`config.mk`:
```
export PLATFORM = sky130hd
export DESIGN_NAME = card_shoe
export DESIGN_NICKNAME = d
export VERILOG_FILES = /design/src/rtl/card_shoe.sv
export SDC_FILE = /design/constraint.sdc
export NUM_CORES = 1
export LEC_CHECK = 0
export ABC_AREA = 1
export BUFFER_PORTS_ARGS = -buffer_cell sky130_fd_sc_hd__buf_4
export CORE_UTILIZATION = 25
export DETAILED_ROUTE_END_ITERATION = 16
export HOLD_SLACK_MARGIN = 0.12
export PLACE_DENSITY = 0.4
export SETUP_SLACK_MARGIN = 0.4
export SLEW_MARGIN = 25
export SYNTH_ARGS = -nofsm -noshare
export SYNTH_HDL_FRONTEND = slang
export SYNTH_SLANG_ARGS = --single-unit
```
`constraint.sdc`:
```
create_clock -name clock -period 5.1 [get_ports clock]
set_input_delay 0.255 -clock clock [delete_from_list [all_inputs] [get_ports clock]]
set_output_delay 0.255 -clock clock [all_outputs]
set_load 0.05 [all_outputs]
```
`src/rtl/card_shoe.sv`:
```
// card_shoe: finite-shoe rank dealer with valid/ack handoff; optional SHOE_SCORE_EN adds card_score
module card_shoe #(
  parameter int DECKS = 1
) (
  input  logic       clock,
  input  logic       resetb,
  input  logic       deal_req,
  input  logic       shuffle,
  output logic       deal_ready,
  output logic [3:0] card,
  output logic       card_valid,
  input  logic       card_ack,
  output logic [8:0] cards_left,
`ifdef SHOE_SCORE_EN
  output logic [3:0] card_score,
`endif
  output logic       shoe_empty
);
  localparam logic [5:0] per_rank = 6'(4 * DECKS);
  localparam logic [8:0] full_shoe = 9'(52 * DECKS);
  typedef enum logic [1:0] {IDLE, SEARCH, PRESENT} state_t;
  state_t state;
  logic [3:0] rank_ctr;
  logic [3:0] probe;
  logic [5:0] remaining [1:13];
  assign shoe_empty = cards_left == 9'd0;
  // free-running rank counter seeding where each search starts
  always_ff @(posedge clock)
    rank_ctr <= !resetb ? 4'd1 : (rank_ctr == 4'd13 ? 4'd1 : rank_ctr + 4'd1);
  // dealer FSM: idle/shuffle, linear probe for a non-exhausted rank, hold card until ack
  always_ff @(posedge clock) begin
    if (!resetb) begin
      state <= IDLE;
      probe <= 4'd1;
      card <= 4'd0;
      card_valid <= 1'b0;
      deal_ready <= 1'b1;
      cards_left <= full_shoe;
`ifdef SHOE_SCORE_EN
      card_score <= 4'd0;
`endif
      for (int i = 1; i <= 13; i++) remaining[i] <= per_rank;
    end else begin
      case (state)
        IDLE:
          if (shuffle) begin
            for (int i = 1; i <= 13; i++) remaining[i] <= per_rank;
            cards_left <= full_shoe;
            deal_ready <= 1'b1;
          end else if (deal_req && cards_left != 9'd0) begin
            probe <= rank_ctr;
            state <= SEARCH;
            deal_ready <= 1'b0;
          end
        SEARCH:
          if (remaining[probe] != 6'd0) begin
            remaining[probe] <= remaining[probe] - 6'd1;
            cards_left <= cards_left - 9'd1;
            card <= probe;
`ifdef SHOE_SCORE_EN
            card_score <= probe <= 4'd9 ? probe : 4'd0;
`endif
            card_valid <= 1'b1;
            state <= PRESENT;
          end else begin
            probe <= probe == 4'd13 ? 4'd1 : probe + 4'd1;
          end
        PRESENT:
          if (card_ack) begin
            card_valid <= 1'b0;
            deal_ready <= cards_left != 9'd0;
            state <= IDLE;
          end
        default: state <= IDLE;
      endcase
    end
  end
endmodule

```
==> impl_metrics.tcl <==
set metrics [dict create \
    path_class "reg2reg" \
    hold_viol 0 \
    clockBufferDepth 2 \
    period_share 0.758 \
    slew_viol_final 0 \
    required_ns 5.19 \
    status "finished, final reports clean" \
    setup.worst_path.start_class "flip-flop" \
    hold_buffers 1 \
    gr-total-overflow 0 \
    io_buffers 20 \
    n_fill_cell 2573 \
    post-place-ws_ns 1.27 \
    dpl.hpwl_um 11600 \
    synth-seq-cells 125 \
    clk_pin_slew_ns 0.06 \
    async_reset_ff_frac 0 \
    dp_cells 991 \
    postSynthCellCount 677 \
    drive_gt1_frac 0.108 \
    finalCriticalPeriod_ns 3.86 \
    synth-edff-count 96 \
    area_growth_syn_to_layout_pct 16.5 \
    grt_usage 0.145 \
    end_kind "flip-flop" \
    wire_per_inst_um 16.5 \
    finish.net_count 702 \
    vias_per_cell 4.54 \
    setup_ws_ns 1.24 \
    slew_headroom 0.280 \
    r2r_slack_ns 1.24 \
    drt_iter0_drc 309 \
    vias 4644 \
    start_util 0.257 \
    synthesis.area_sq_mm 0.00607 \
    die_w_um 158 \
    rows 56 \
    setup_violations 0 \
    antenna_found_initial 0 \
    n_antenna_cell 0 \
    tightest_slew_ns 1.08 \
    cts_setup_buffers 0 \
    htreeDepth 4 \
    leakage_nw 2.85 \
    path_max_fanout 28 \
    grt_max_degree 42 \
    fmax_mhz 259 \
    grt_pass1_vias 4668 \
    ys_seq_area_frac 0.571 \
    clock_sinks 125 \
    core-area_sq_mm 0.0236 \
    syn_area_per_cell_sq_um 8.96 \
    io-pin-count 21 \
    rsz0062_at_grt "false" \
    ant_nets 0 \
    drcViolationCount 0 \
    ys_types 37 \
    grt_pass1_wl_um 26500 \
    irDropWorstVdd_v 0.000237 \
    wirelength_um 16900 \
    finalNonFillerCells 1024 \
    clock_latency_ns 0.42 \
    yosys_warnings 0 \
    cts-resized-gates 0 \
    finalClockSkew_ns 0.0132 \
    cp.arrival_ns 3.96 \
    dieArea_sq_mm 0.0249 \
    worstHoldPathType "in2reg" \
    cts-root-buf "clkbuf_16" \
    drv_cap 0 \
    synth_fp_nets 687 \
    die_h_um 158 \
    cts_tree "built" \
    finalWeightedCongestion 0.793 \
    fin_tns_setup_ns 0 \
    numCtsBuffers 17 \
    synth_top_flop_cell "edfxtp_1" \
    dr.pass1.iters 5 \
    powerDensity_mw_per_mm2 488 \
]
cell type report:
| class | instances | area, sq um | area share |
|---|---|---|---|
| clock buffers | 19 | 433 | 0.0613 |
| clock inverters | 13 | 173 | 0.0244 |
| inverters | 53 | 199 | 0.0282 |
| multi-input cells | 468 | 2190 | 0.310 |
| flip-flops and latches | 125 | 3460 | 0.490 |
| well taps | 319 | 399 | 0.0565 |
| repair buffers | 27 | 205 | 0.0290 |
flip-flops by register name (all words and copies together), names as in the netlist, named ones only:
register / cells
remaining: 96
deal_ready: 1
card_valid: 1
card: 4
cards_left: 9
rank_ctr: 4
probe: 4
state: 2
cells in the final DEF (no fill, tap or decap), drive strengths merged:
master / instances
mux2i: 1
nor2: 151
xnor2: 3
o211ai: 10
clkbuf: 19
edfxtp: 96
inv: 51
dfxtp: 29
xor2: 4
o21ai: 33
o31ai: 1
clkinvlp: 2
o221ai: 2
o22ai: 1
bufinv: 4
a32oi: 1
clkinv: 9
a22oi: 1
and2: 1
dlygate4sd3: 1
nand2: 154
nand3: 70
nand3b: 2
a21oi: 16
buf: 26
nand4: 5
ha: 5
nor3: 7
cell families after synthesis:
kind of cell	Yosys count	synth area share
compound gates	65	0.0613
xor+xnor	7	0.0101
fa+ha+maj	5	0.0103
buf+inv	84	0.0685
flops	125	0.571
mux	1	0.00165
simple gates	390	0.277
stage by stage:
stage	util	total power, mW	hold WS [ns]	instance area [sq um]
global route	0.299	3.62	0.147	7060
finish	0.299	3.45	0.146	7060
global placement	0.273	2.24	0.436	6450
detailed placement	0.273	2.24	0.458	6450
CTS	0.299	3.49	0.132	7060
floorplan	-	1.92	0.411	6070
worst max-delay path, stage by stage (launching register included):
cell,delay (ns)
dfxtp_1,0.79
inv_2,0.41
nor2_1,0.18
o21ai_0,0.10
nand3_1,0.12
nand3_1,0.10
nand2_1,0.12
inv_1,0.07
ha_1,0.20
nand3_1,0.10
nor2_2,0.08
nand2_2,0.10
nand2_4,0.13
nor2_8,0.47
nand2_1,0.27
nand2_1,0.27
path summary, 6_finish.rpt:
path | cells after the start | to | from
setup / recovery | 15 | remaining[11][3] | flip-flop
hold reg to reg | 1 | rank_ctr[0] | rank_ctr[0]
hold / removal | 2 | cards_left[4] | resetb
setup reg to reg | 15 | remaining[11][3] | flip-flop
per-layer routing:
layer	track usage	vias to the layer above	share of wire
met4	0.0411	0	0.013
met1	0.186	2229	0.46
met3	0.0328	21	0.037
met2	0.244	115	0.49
met5	0	-	0
li1	-	2279	-
report_power, final:
part,switching (mW),leakage [nW],total [mW],internal [mW]
combinational,0.715,1.35,0.915,0.200
clock,0.434,0.287,1.24,0.810
sequential,0.0747,1.21,1.29,1.21
total,1.22,2.85,3.45,2.22
cells in the mapped netlist (4+ instances only):
cell type	instances	area, sq um
nor2_1	147	552
nand2_1	142	533
edfxtp_1	96	2880
nand3_1	69	345
inv_1	47	176
o21ai_0	30	150
dfxtp_1	29	581
a21oi_1	15	75.1
buf_2	10	50.1
o211ai_1	10	75.1
buf_6	8	90.1
clkbuf_1	8	30.0
nand2_4	8	90.1
nor3_1	7	35.0
ha_1	5	62.6
nand4_1	5	31.3
inv_2	4	15.0
nand2_2	4	25.0
xor2_1	4	35.0
Note: power is estimated with default switching activity, not from simulation.
